===== config.mk =====
export PLATFORM = sky130hd
export DESIGN_NAME = herring_phi2_ctrl
export DESIGN_NICKNAME = d
export VERILOG_FILES = /design/src/rtl/herring_pkg.sv /design/src/rtl/herring_region_match.sv /design/src/rtl/herring_phi2_ctrl.sv
export SDC_FILE = /design/constraint.sdc
export NUM_CORES = 1
export LEC_CHECK = 0
export CAP_MARGIN = 10
export CORE_UTILIZATION = 45
export DETAILED_ROUTE_END_ITERATION = 8
export PLACE_DENSITY = 0.8
export SETUP_SLACK_MARGIN = 0.1
export SYNTH_ARGS = -nofsm -noshare
export SYNTH_HDL_FRONTEND = slang
export SYNTH_SLANG_ARGS = --single-unit
export TNS_END_PERCENT = 5

===== constraint.sdc =====
create_clock -name clk_src -period 2 [get_ports clk_src]
set_input_delay 0.2 -clock clk_src [delete_from_list [all_inputs] [get_ports clk_src]]
set_output_delay 0.2 -clock clk_src [all_outputs]
set_load 0.01 [all_outputs]

===== src/rtl/herring_pkg.sv =====
// Shared definitions for the herring 65C02 clock sequencer and the address decoder.
// Holds the PHI2 state encoding, counter width and default slow-region bounds.
package herring_pkg;

  localparam int CNT_W = 8;

  localparam logic [5:0] SLOW_LO_DEFAULT = 6'h30;
  localparam logic [5:0] SLOW_HI_DEFAULT = 6'h33;

  typedef enum logic [1:0] {
    ST_LOW     = 2'd0,
    ST_HIGH    = 2'd1,
    ST_STRETCH = 2'd2,
    ST_HALTED  = 2'd3
  } phi2_state_t;

  // PHI2 level implied by a sequencer state.
  function automatic logic phi2_level(input phi2_state_t s);
    return (s == ST_HIGH) || (s == ST_STRETCH);
  endfunction

endpackage


===== src/rtl/herring_region_match.sv =====
// Combinational inclusive range compare on CPU A[15:10].
// Shared between the PHI2 sequencer and the address decoder.
module herring_region_match
  import herring_pkg::*;
#(
  parameter logic [5:0] LO = SLOW_LO_DEFAULT,
  parameter logic [5:0] HI = SLOW_HI_DEFAULT
) (
  input  logic [5:0] address,
  output logic       match
);

  assign match = (address >= LO) && (address <= HI);

endmodule


===== src/rtl/herring_phi2_ctrl.sv =====
// 65C02 PHI2 sequencer: divides clk_src, stretches slow-region cycles, halt and single-step.
// Slow-region stretching is built only when HERRING_CLK_STRETCH_EN is defined.
module herring_phi2_ctrl
  import herring_pkg::*;
#(
  parameter int         DIV_HALF  = 25,
  parameter int         SLOW_WAIT = 50,
  parameter logic [5:0] SLOW_LO   = SLOW_LO_DEFAULT,
  parameter logic [5:0] SLOW_HI   = SLOW_HI_DEFAULT
) (
  input  logic       clk_src,
  input  logic       rst,
  input  logic [5:0] address,
  input  logic       halt_req,
  input  logic       step,
  output logic       cpu_clk_in,
  output logic       halt_ack,
  output logic       cycle_start,
  output logic       stretched
);

  if (DIV_HALF < 1 || DIV_HALF > 255) begin : g_bad_div_half
    $error("herring_phi2_ctrl: DIV_HALF must be in 1..255");
  end
  if (SLOW_WAIT < 1 || SLOW_WAIT > 255) begin : g_bad_slow_wait
    $error("herring_phi2_ctrl: SLOW_WAIT must be in 1..255");
  end
  if (SLOW_LO > SLOW_HI) begin : g_bad_region
    $error("herring_phi2_ctrl: SLOW_LO must not exceed SLOW_HI");
  end

  localparam logic [CNT_W-1:0] DIV_RELOAD = CNT_W'(DIV_HALF - 1);

  phi2_state_t      state_reg, state_next;
  logic [CNT_W-1:0] cnt_reg, cnt_next;
  logic             start_next;
  logic             cpu_clk_reg, halt_ack_reg, cycle_start_reg;

`ifdef HERRING_CLK_STRETCH_EN
  localparam logic [CNT_W-1:0] WAIT_RELOAD = CNT_W'(SLOW_WAIT - 1);

  logic slow_match;
  logic stretched_reg, stretched_next;

  herring_region_match #(
    .LO(SLOW_LO),
    .HI(SLOW_HI)
  ) u_region (
    .address(address),
    .match  (slow_match)
  );
`else
  logic unused_address;
  assign unused_address = ^address;
`endif

  always_comb begin
    state_next = state_reg;
    cnt_next   = cnt_reg;
    start_next = 1'b0;
`ifdef HERRING_CLK_STRETCH_EN
    stretched_next = stretched_reg;
`endif
    case (state_reg)
      ST_LOW: begin
        if (cnt_reg == '0) begin
          if (halt_req) begin
            state_next = ST_HALTED;
          end else begin
            state_next = ST_HIGH;
            cnt_next   = DIV_RELOAD;
            start_next = 1'b1;
`ifdef HERRING_CLK_STRETCH_EN
            stretched_next = slow_match;
`endif
          end
        end else begin
          cnt_next = cnt_reg - 1'b1;
        end
      end
      ST_HIGH: begin
        if (cnt_reg == '0) begin
`ifdef HERRING_CLK_STRETCH_EN
          if (stretched_reg) begin
            state_next = ST_STRETCH;
            cnt_next   = WAIT_RELOAD;
          end else begin
            state_next = ST_LOW;
            cnt_next   = DIV_RELOAD;
          end
`else
          state_next = ST_LOW;
          cnt_next   = DIV_RELOAD;
`endif
        end else begin
          cnt_next = cnt_reg - 1'b1;
        end
      end
`ifdef HERRING_CLK_STRETCH_EN
      ST_STRETCH: begin
        if (cnt_reg == '0) begin
          state_next     = ST_LOW;
          cnt_next       = DIV_RELOAD;
          stretched_next = 1'b0;
        end else begin
          cnt_next = cnt_reg - 1'b1;
        end
      end
`endif
      ST_HALTED: begin
        // A step and a released halt both run one full cycle from PHI2 rise.
        if (step || !halt_req) begin
          state_next = ST_HIGH;
          cnt_next   = DIV_RELOAD;
          start_next = 1'b1;
`ifdef HERRING_CLK_STRETCH_EN
          stretched_next = slow_match;
`endif
        end
      end
      default: begin
        state_next = ST_LOW;
        cnt_next   = DIV_RELOAD;
      end
    endcase
  end

  // Outputs are registered from the next state so they line up with the state change.
  always_ff @(posedge clk_src) begin
    if (rst) begin
      state_reg       <= ST_LOW;
      cnt_reg         <= DIV_RELOAD;
      cpu_clk_reg     <= 1'b0;
      halt_ack_reg    <= 1'b0;
      cycle_start_reg <= 1'b0;
    end else begin
      state_reg       <= state_next;
      cnt_reg         <= cnt_next;
      cpu_clk_reg     <= phi2_level(state_next);
      halt_ack_reg    <= (state_next == ST_HALTED);
      cycle_start_reg <= start_next;
    end
  end

`ifdef HERRING_CLK_STRETCH_EN
  always_ff @(posedge clk_src) begin
    if (rst) begin
      stretched_reg <= 1'b0;
    end else begin
      stretched_reg <= stretched_next;
    end
  end

  assign stretched = stretched_reg;
`else
  assign stretched = 1'b0;
`endif

  assign cpu_clk_in  = cpu_clk_reg;
  assign halt_ack    = halt_ack_reg;
  assign cycle_start = cycle_start_reg;

endmodule

==> flow_metrics.env, run 1 <==
export IMPL_fmaxAchievable_mhz=555
export IMPL_cts_tree="built"
export IMPL_rows=14
export IMPL_cts_root_buf="clkbuf_4"
export IMPL_io_buffers=6
export IMPL_synth_top_cell_area_share=0.324
export IMPL_drt_iter0_drc=39
export IMPL_setup_viol=0
export IMPL_grt_pass1_vias=741
export IMPL_cts_hold_buf=0
export IMPL_htree_levels=1
export IMPL_post_route_min_period_ns=1.80
export IMPL_drtAntennaViolNets=0
export IMPL_ir_worst_vdd_mv=0.454
export IMPL_hpwlAfterDp_mm=1.30
export IMPL_maxCapViolCount=0
export IMPL_period_share=0.902
export IMPL_grt_usage=0.227
export IMPL_synth_edff_count=0
export IMPL_worstHoldStart="cnt_reg[5]$_SDFFE_PP0P_"
export IMPL_worst_endpoint_arrival_ns=1.98
export IMPL_hold_viol_final=0
export IMPL_holdWs_ns=0.566
export IMPL_instances_no_fill=137
export IMPL_syn_nets=113
export IMPL_initial_core_util=0.504
export IMPL_wl_per_cell_microns=14.0
export IMPL_ios=14
export IMPL_drc_errors=0
export IMPL_ys_types=37
export IMPL_grt_max_degree=10
export IMPL_reg2reg_slack_ns=0.20
export IMPL_yosysMostFrequentCell="dfxtp_1"
export IMPL_r2r_end="cpu_clk_in$_SDFF_PP0_"
export IMPL_clk_pin_slew_ns=0.08
export IMPL_synth_flop_cell="dfxtp_1"
export IMPL_leakagePower_nw=0.407
export IMPL_rr_startpoint="cnt_reg[1]$_SDFFE_PP0P_"
export IMPL_drive_gt1_frac=0.257
export IMPL_firstDrtPassIters=4
export IMPL_gp_congestion=0.851
export IMPL_hp_class="flop to flop"
export IMPL_final_cell_area_sq_mm=0.00104
export IMPL_grt_pass1_wl_mm=3.28
export IMPL_async_flop_share=0
export IMPL_drv_slew=0
export IMPL_synth_top_area_cell="dfxtp_1"
export IMPL_final_nets=132
export IMPL_yosysWarnings=0
export IMPL_wl_mm=1.91
export IMPL_reg2regPathDepth=8
export IMPL_fillers=125
export IMPL_worstSkewPairLatency_ns=0.28
export IMPL_antenna_found_initial=0
export IMPL_syn_area_sq_um=803
export IMPL_vias=776
export IMPL_antenna_diode_count=0
export IMPL_area_growth_pct=30.1
export IMPL_cts_sinks=13
export IMPL_path_max_fanout=4
export IMPL_numCtsBuffers=3
export IMPL_die_area_sq_mm=0.00196
export IMPL_crit_type="flop to flop"
export IMPL_clock_skew_ns=0.00179
export IMPL_place_area_sq_um=947
export IMPL_grt_overflow_total=0
export IMPL_tns_ns=0
export IMPL_ys_seq_area_frac=0.324
export IMPL_largest_reg_flops=8
export IMPL_power_density_mw_per_mm2=684
export IMPL_synth_area_leaders="dfxtp_1 (32%), ha_1 (12%), a21oi_1 (4.4%)"
export IMPL_syn_inst=95
export IMPL_holdPathEnd="cnt_reg[5]$_SDFFE_PP0P_"
export IMPL_rsz0062_at_grt="false"
export IMPL_cp_end_kind="flop"
export IMPL_die_w_microns=44.3
export IMPL_start_kind="flop"
export IMPL_dp_cells=131
export IMPL_status="finished, final reports clean"
export IMPL_cts_path_max_buffers=2
export IMPL_worstSetupStartpoint="cnt_reg[1]$_SDFFE_PP0P_"
export IMPL_ys_ff_latch=13
export IMPL_vias_per_cell=5.66
export IMPL_whs_path_depth=2
export IMPL_crit_required_ns=2.17
export IMPL_syn_area_per_cell_sq_um=8.46
export IMPL_core_area_sq_mm=0.00159
export IMPL_netlist_top_cells_count="dfxtp_1 (13), ha_1 (8), nand2_1 (8), a21oi_1 (7), nor3_1 (7)"
export IMPL_dieHeight_microns=44.3
per-layer routing:
layer	up-vias	track usage	share of wire
li1	387	-	-
met1	361	0.299	0.45
met2	23	0.356	0.48
met3	5	0.0531	0.052
met4	0	0.0909	0.015
met5	-	0	0
critical path, stage by stage, from the launching register on:
cell and delay [ns]:
dfxtp_1 0.32, inv_2 0.08, ha_4 0.14, nor3b_4 0.27, nand2_2 0.13, a211oi_2 0.25
nor3_1 0.09, ha_1 0.29, nor2b_1 0.12
cells in the final DEF, fill, tap and decap left out, types with 2 or more instances in the layout:
cell	instances
inv_1	4
nor2b_1	3
o21ai_0	4
nor4_1	2
a221o_1	2
nand3_1	2
clkbuf_4	3
dfxtp_1	12
ha_1	7
buf_4	10
nor3_1	7
a211oi_2	2
clkdlybuf4s50_1	6
nand2b_1	2
a21oi_1	7
inv_2	2
nand2_1	7
nor2_1	4
power by group:
part	total [mW]	internal [mW]	switching, mW
Sequential	0.308	0.282	0.0262
Combinational	0.239	0.122	0.118
Clock	0.167	0.0775	0.0899
final cells by class:
type | count | area [sq um] | share of cell area
Clock buffer | 4 | 26.3 | 0.0251
Inverter | 6 | 22.5 | 0.0216
Multi-Input combinational cell | 74 | 569 | 0.545
Sequential cell | 13 | 262 | 0.250
Tap cell | 24 | 30.0 | 0.0287
Timing Repair Buffer | 16 | 135 | 0.129
how the worst max path moves through the flow:
stage                     cells past startpoint                     to
after global placement                        8  cpu_clk_in$_SDFF_PP0_
after detailed placement                      8  cpu_clk_in$_SDFF_PP0_
final                                         8  cpu_clk_in$_SDFF_PP0_
after floorplan                               8  cpu_clk_in$_SDFF_PP0_
after global routing                          8  cpu_clk_in$_SDFF_PP0_
after CTS                                     8  cpu_clk_in$_SDFF_PP0_
through the flow:
| step | total power [mW] | setup WS (ns) | util |
|---|---|---|---|
| after CTS | 0.676 | 0.100 | 0.622 |
| final | 0.715 | 0.197 | 0.655 |
| after global routing | 0.756 | 0.0805 | 0.655 |
| after floorplan | 0.431 | 0.135 | - |
| after global placement | 0.500 | 0.0765 | 0.594 |
| after detailed placement | 0.506 | 0.0320 | 0.594 |
cells by family (layout without fill, tap and decap cells):
family	after synthesis	count (layout)	synth area share
AO/OA/AOI/OAI	25	25	0.223
buffers and inverters	8	26	0.0421
AND/OR/NAND/NOR	40	40	0.282
flip-flops	13	13	0.324
adder cells (fa/ha/maj)	8	8	0.125
other	1	1	0.00467
what timing repair did:
| action | 4_1_cts | 5_1_grt |
|---|---|---|
| buffers inserted | 0 | 2 |
| endpoints found under the setup margin | 1 | 6 |
| pin swaps | 0 | 5 |
| gates resized for setup | 4 | 10 |
Power figures use the tool's default switching activity.
==> inputs of run 2 (changes only) <==
PLACE_DENSITY = 0.75   (was 0.8)
==> run 2 against run 1 <==
Worst hold slack worse by 0.025 ns. Combinational power fell by 4%. Sequential share of layout area grew 0.43 points. Register-to-register slack about the same. First-iteration DRC count decreased by 64%. Largest cell class unchanged. Highest routed layer unchanged.
==> flow_metrics.env, run 2 (synthesis gave the netlist of run 1 again) <==
export IMPL_status="finished, final reports clean"
export IMPL_maxCapViolCount=0
export IMPL_worstSetupPathDepth=6
export IMPL_antenna_diode_count=0
export IMPL_period_share=0.905
export IMPL_rows=14
export IMPL_fmaxAchievable_mhz=552
export IMPL_area_growth_pct=27.9
export IMPL_cts_hold_buf=0
export IMPL_power_density_mw_per_mm2=690
export IMPL_ios=14
export IMPL_worst_pin_slew_ns=0.548
export IMPL_drv_slew=0
export IMPL_gp_congestion=0.828
export IMPL_holdPathEnd="cnt_reg[5]$_SDFFE_PP0P_"
export IMPL_htree_levels=1
export IMPL_cp_slowest_cell="nor4_4"
export IMPL_post_route_min_period_ns=1.81
export IMPL_wl_per_cell_microns=13.2
export IMPL_setup_viol=0
export IMPL_critPathTopFamily="simple AND/OR/NAND/NOR gates"
export IMPL_grt_pass1_wl_mm=3.15
export IMPL_layout_commonest_cell="dfxtp_1"
export IMPL_grt_max_degree=16
export IMPL_instances_no_fill=135
export IMPL_die_w_microns=44.3
export IMPL_worstSkewPairLatency_ns=0.29
export IMPL_crit_buf_inv=0
export IMPL_worstSetupStartpoint="cnt_reg[2]$_SDFFE_PP0P_"
export IMPL_dp_cells=131
export IMPL_cts_tree="built"
export IMPL_worstHoldStart="cnt_reg[5]$_SDFFE_PP0P_"
export IMPL_dieHeight_microns=44.3
export IMPL_reg2reg_slack_ns=0.19
export IMPL_max_slew_margin=0.634
export IMPL_hpwlAfterDp_mm=1.37
export IMPL_crit_type="flop to flop"
export IMPL_vias_per_cell=5.58
export IMPL_crit_required_ns=2.16
export IMPL_hp_class="flop to flop"
export IMPL_core_area_sq_mm=0.00159
export IMPL_initial_core_util=0.504
export IMPL_grt_pass1_vias=746
export IMPL_drive_gt1_frac=0.234
export IMPL_rr_startpoint="cnt_reg[2]$_SDFFE_PP0P_"
export IMPL_io_buffers=6
export IMPL_start_kind="flop"
export IMPL_final_nets=130
export IMPL_cp_end_kind="flop"
export IMPL_vias=753
export IMPL_cts_path_max_buffers=2
export IMPL_numCtsBuffers=3
export IMPL_final_cell_mix="dfxtp_1 (12), nand2_1 (8), buf_4 (8), a21oi_1 (7), ha_1 (7)"
export IMPL_hold_viol_final=0
export IMPL_path_max_fanout=5
export IMPL_drt_iter0_drc=14
export IMPL_clk_pin_slew_ns=0.08
export IMPL_rsz0062_at_grt="false"
export IMPL_clock_skew_ns=0.00243
export IMPL_ir_worst_vdd_mv=0.546
export IMPL_worst_endpoint_arrival_ns=1.97
export IMPL_crit_chain="nor4_4 -> nand2_1 -> a211oi_2 -> nor3_2 -> ha_1 -> nor2b_1"
export IMPL_drtAntennaViolNets=0
export IMPL_antenna_found_initial=0
export IMPL_whs_path_depth=2
export IMPL_reg2regPathDepth=6
export IMPL_slowest_delay_ns=0.39
export IMPL_firstDrtPassIters=4
export IMPL_drc_errors=0
export IMPL_wl_mm=1.78
export IMPL_grt_overflow_total=0
export IMPL_largest_reg_flops=8
export IMPL_die_area_sq_mm=0.00196
export IMPL_cts_root_buf="clkbuf_4"
export IMPL_r2r_end="cpu_clk_in$_SDFF_PP0_"
export IMPL_cts_sinks=13
export IMPL_leakagePower_nw=0.404
export IMPL_grt_usage=0.221
export IMPL_tns_ns=0
==> run 2: cell types whose count changed in the layout (fill, tap and decap cells not counted), sizes merged <==
cell and delta:
buf -2
==> run 2: how the worst max path moves through the flow <==
stage | end | slack (ns)
after floorplan | cpu_clk_in$_SDFF_PP0_ | 0.14
after global placement | cpu_clk_in$_SDFF_PP0_ | 0.08
after detailed placement | cpu_clk_in$_SDFF_PP0_ | 0.05
after CTS | cpu_clk_in$_SDFF_PP0_ | 0.10
after global routing | cpu_clk_in$_SDFF_PP0_ | 0.09
final | cpu_clk_in$_SDFF_PP0_ | 0.19
==> run 2: stage by stage <==
stage / utilization / total power, mW / hold slack [ns] / setup WS, ns / instance area (sq um)
3_5_place_dp: 0.594 / 0.514 / 0.503 / 0.0466 / 947
5_1_grt: 0.644 / 0.748 / 0.550 / 0.0896 / 1030
4_1_cts: 0.627 / 0.695 / 0.538 / 0.102 / 1000
2_1_floorplan: - / 0.431 / 0.272 / 0.135 / 808
3_3_place_gp: 0.594 / 0.507 / 0.497 / 0.0764 / 947
6_report: 0.644 / 0.709 / 0.541 / 0.190 / 1030
==> run 2: area by class of cell <==
class,instances,area (sq um)
Clock buffer,4,26.3
Sequential cell,13,262
Inverter,6,22.5
Multi-Input combinational cell,74,567
Timing Repair Buffer,14,120
Tap cell,24,30.0
Fill cell,139,567
==> run 2: layer usage <==
metal	up-vias	GRT usage	part of all wire
met4	0	0.127	0.026
met2	15	0.362	0.48
met3	5	0.0245	0.024
li1	383	-	-
met1	350	0.281	0.47
met5	-	0	0
==> run 2: tightest hold or removal path, cell delays in order (launching register included) <==
cell and delay, ns:
dfxtp_1 0.35, nand2b_1 0.08, o21ai_1 0.07
==> run 2: where the power goes <==
group | switching [mW] | internal (mW) | total [mW] | leakage (nW)
sequential | 0.0280 | 0.281 | 0.309 | 0.107
combinational | 0.112 | 0.118 | 0.230 | 0.282
clock | 0.0917 | 0.0777 | 0.169 | 0.0150
total | 0.231 | 0.477 | 0.709 | 0.404
==> run 2: timing repair <==
| action | in CTS | in global routing |
|---|---|---|
| buffers inserted | 0 | 0 |
| pin swaps | 3 | 5 |
| endpoints found under the setup margin | 1 | 3 |
| resized for setup | 6 | 7 |
| gates cloned | 0 | 0 |
==> inputs of run 3 (changes only) <==
PLACE_DENSITY = default   (was 0.75)
PLACE_DENSITY_LB_ADDON = 0.15   (was default)
==> run 3 against run 2 <==
The flow now finishes with violations (design-rule violations). Clock power about the same. Register-to-register slack got worse by 0.03 ns. Non-clock buffer count increased by 6. Total power increased by 1.2%. Worst hold slack got worse by 0.013 ns. Design area increased by 5.7%. Clock skew increased by 0.0018 ns. Count of clock-buffer cells in the layout unchanged. Wire length increased by 8.7%.
==> flow_metrics.env, run 3 (synthesis gave the netlist of run 1 again) <==
export IMPL_firstDrtPassIters=6
export IMPL_fillers=125
export IMPL_max_slew_margin=0.646
export IMPL_cts_root_buf="clkbuf_4"
export IMPL_post_route_min_period_ns=1.84
export IMPL_internal_power_mw=0.488
export IMPL_largest_reg_flops=8
export IMPL_worst_pin_slew_ns=0.530
export IMPL_io_buffers=6
export IMPL_layout_commonest_cell="buf_4"
export IMPL_drv_slew=0
export IMPL_seq_area_sq_um=265
export IMPL_initial_core_util=0.504
export IMPL_leakagePower_nw=0.434
export IMPL_clk_pin_slew_ns=0.08
export IMPL_cts_hold_buf=0
export IMPL_crit_required_ns=2.15
export IMPL_antenna_diode_count=0
export IMPL_hold_viol_final=0
export IMPL_final_nets=136
export IMPL_path_max_fanout=3
export IMPL_start_kind="flop"
export IMPL_p_comb_frac=0.344
export IMPL_clock_skew_ns=0.00423
export IMPL_rows=14
export IMPL_grt_pass1_wl_mm=3.12
export IMPL_fmaxAchievable_mhz=545
export IMPL_multiInputGateArea_sq_um=577
export IMPL_grt_overflow_total=0
export IMPL_htree_levels=1
export IMPL_core_area_sq_mm=0.00159
export IMPL_setup_viol=0
export IMPL_grt_max_degree=16
export IMPL_numCtsBuffers=3
export IMPL_place_area_sq_um=977
export IMPL_status="finished with violations"
export IMPL_dieHeight_microns=44.3
export IMPL_switchingPower_mw=0.229
export IMPL_hp_class="flop to flop"
export IMPL_cp_end_kind="flop"
export IMPL_cts_sinks=13
export IMPL_antenna_found_initial=0
export IMPL_final_cell_mix="buf_4 (14), dfxtp_1 (11), nand2_1 (8), ha_1 (7)"
export IMPL_cts_tree="built"
export IMPL_drc_errors=1
export IMPL_die_w_microns=44.3
export IMPL_power_frac_clock=0.231
export IMPL_maxCapViolCount=0
export IMPL_crit_type="flop to flop"
export IMPL_ios=14
export IMPL_ir_worst_vdd_mv=0.434
export IMPL_final_cell_area_sq_mm=0.00109
export IMPL_switching_share=0.320
export IMPL_wl_mm=1.93
export IMPL_power_density_mw_per_mm2=660
export IMPL_whs_path_depth=2
export IMPL_p_seq_frac=0.425
export IMPL_gp_congestion=0.980
export IMPL_reg2regPathDepth=9
export IMPL_wl_per_cell_microns=13.7
export IMPL_grt_pass1_vias=697
export IMPL_hpwlAfterDp_mm=1.39
export IMPL_tns_ns=0
export IMPL_violations="design-rule violations"
export IMPL_period_share=0.918
export IMPL_die_area_sq_mm=0.00196
export IMPL_grt_usage=0.228
export IMPL_cts_path_max_buffers=2
export IMPL_worst_endpoint_arrival_ns=1.99
export IMPL_drtAntennaViolNets=0
export IMPL_vias=797
export IMPL_rsz0062_at_grt="true"
export IMPL_drt_iter0_drc=29
export IMPL_area_growth_pct=35.2
export IMPL_drive_gt1_frac=0.308
export IMPL_worstSkewPairLatency_ns=0.28
export IMPL_vias_per_cell=5.65
## run 3: layout make-up
cell class              count  area share
well taps                  24      0.0276
flip-flops and latches     13       0.244
clock buffers               4      0.0242
repair buffers             20       0.152
multi-input cells          74       0.531
inverters                   6      0.0207
## run 3: worst paths after layout
| path | from | to | slack (ns) |
|---|---|---|---|
| worst min register to register | cnt_reg[5]$_SDFFE_PP0P_ | cnt_reg[5]$_SDFFE_PP0P_ | 0.53 |
| worst max register to register | cnt_reg[1]$_SDFFE_PP0P_ | cpu_clk_in$_SDFF_PP0_ | 0.16 |
| worst max-delay path | cnt_reg[1]$_SDFFE_PP0P_ | cpu_clk_in$_SDFF_PP0_ | 0.16 |
| worst min-delay path | cnt_reg[5]$_SDFFE_PP0P_ | cnt_reg[5]$_SDFFE_PP0P_ | 0.53 |
## run 3: power groups by stage
| stage | clock (mW) | sequential [mW] | combinational [mW] |
|---|---|---|---|
| after floorplan | 0 | 0.314 | 0.117 |
| after global placement | 0 | 0.305 | 0.206 |
| after detailed placement | 0 | 0.306 | 0.208 |
| after CTS | 0.167 | 0.302 | 0.223 |
| after global routing | 0.188 | 0.308 | 0.269 |
| final | 0.166 | 0.305 | 0.247 |
## run 3: routing by layer
metal / part of all wire / wire length [microns] / vias up / track usage
met2: 0.45 / 861 / 32 / 0.324
met3: 0.058 / 112 / 6 / 0.0490
met5: 0 / 0 / - / 0
met4: 0.033 / 64 / 0 / 0.145
li1: - / - / 396 / -
met1: 0.46 / 891 / 363 / 0.311
## run 3: critical path, cell delays in order (launching register included)
cell and delay [ns]:
dfxtp_2 0.33, inv_2 0.07, ha_4 0.15, nor3b_4 0.20
nand2_1 0.13, buf_4 0.16, o22ai_1 0.20, nor3_1 0.08
ha_1 0.27, nor2b_1 0.12
## run 3: through the flow
stage | utilization | cells | setup WS (ns) | power [mW] | hold slack, ns
after floorplan | - | 95 | 0.135 | 0.431 | 0.272
after global placement | 0.613 | 135 | 0.0203 | 0.511 | 0.497
after detailed placement | 0.613 | 135 | 0.0306 | 0.514 | 0.511
after CTS | 0.643 | 140 | 0.106 | 0.692 | 0.524
after global routing | 0.681 | 141 | 0.0662 | 0.764 | 0.558
final | 0.681 | 141 | 0.164 | 0.717 | 0.528
## run 3: what timing repair did
item,4_1_cts,5_1_grt
pin swaps,4,4
gates cloned,0,0
buffers inserted,1,1
setup endpoints to repair,1,2
resized for setup,7,11
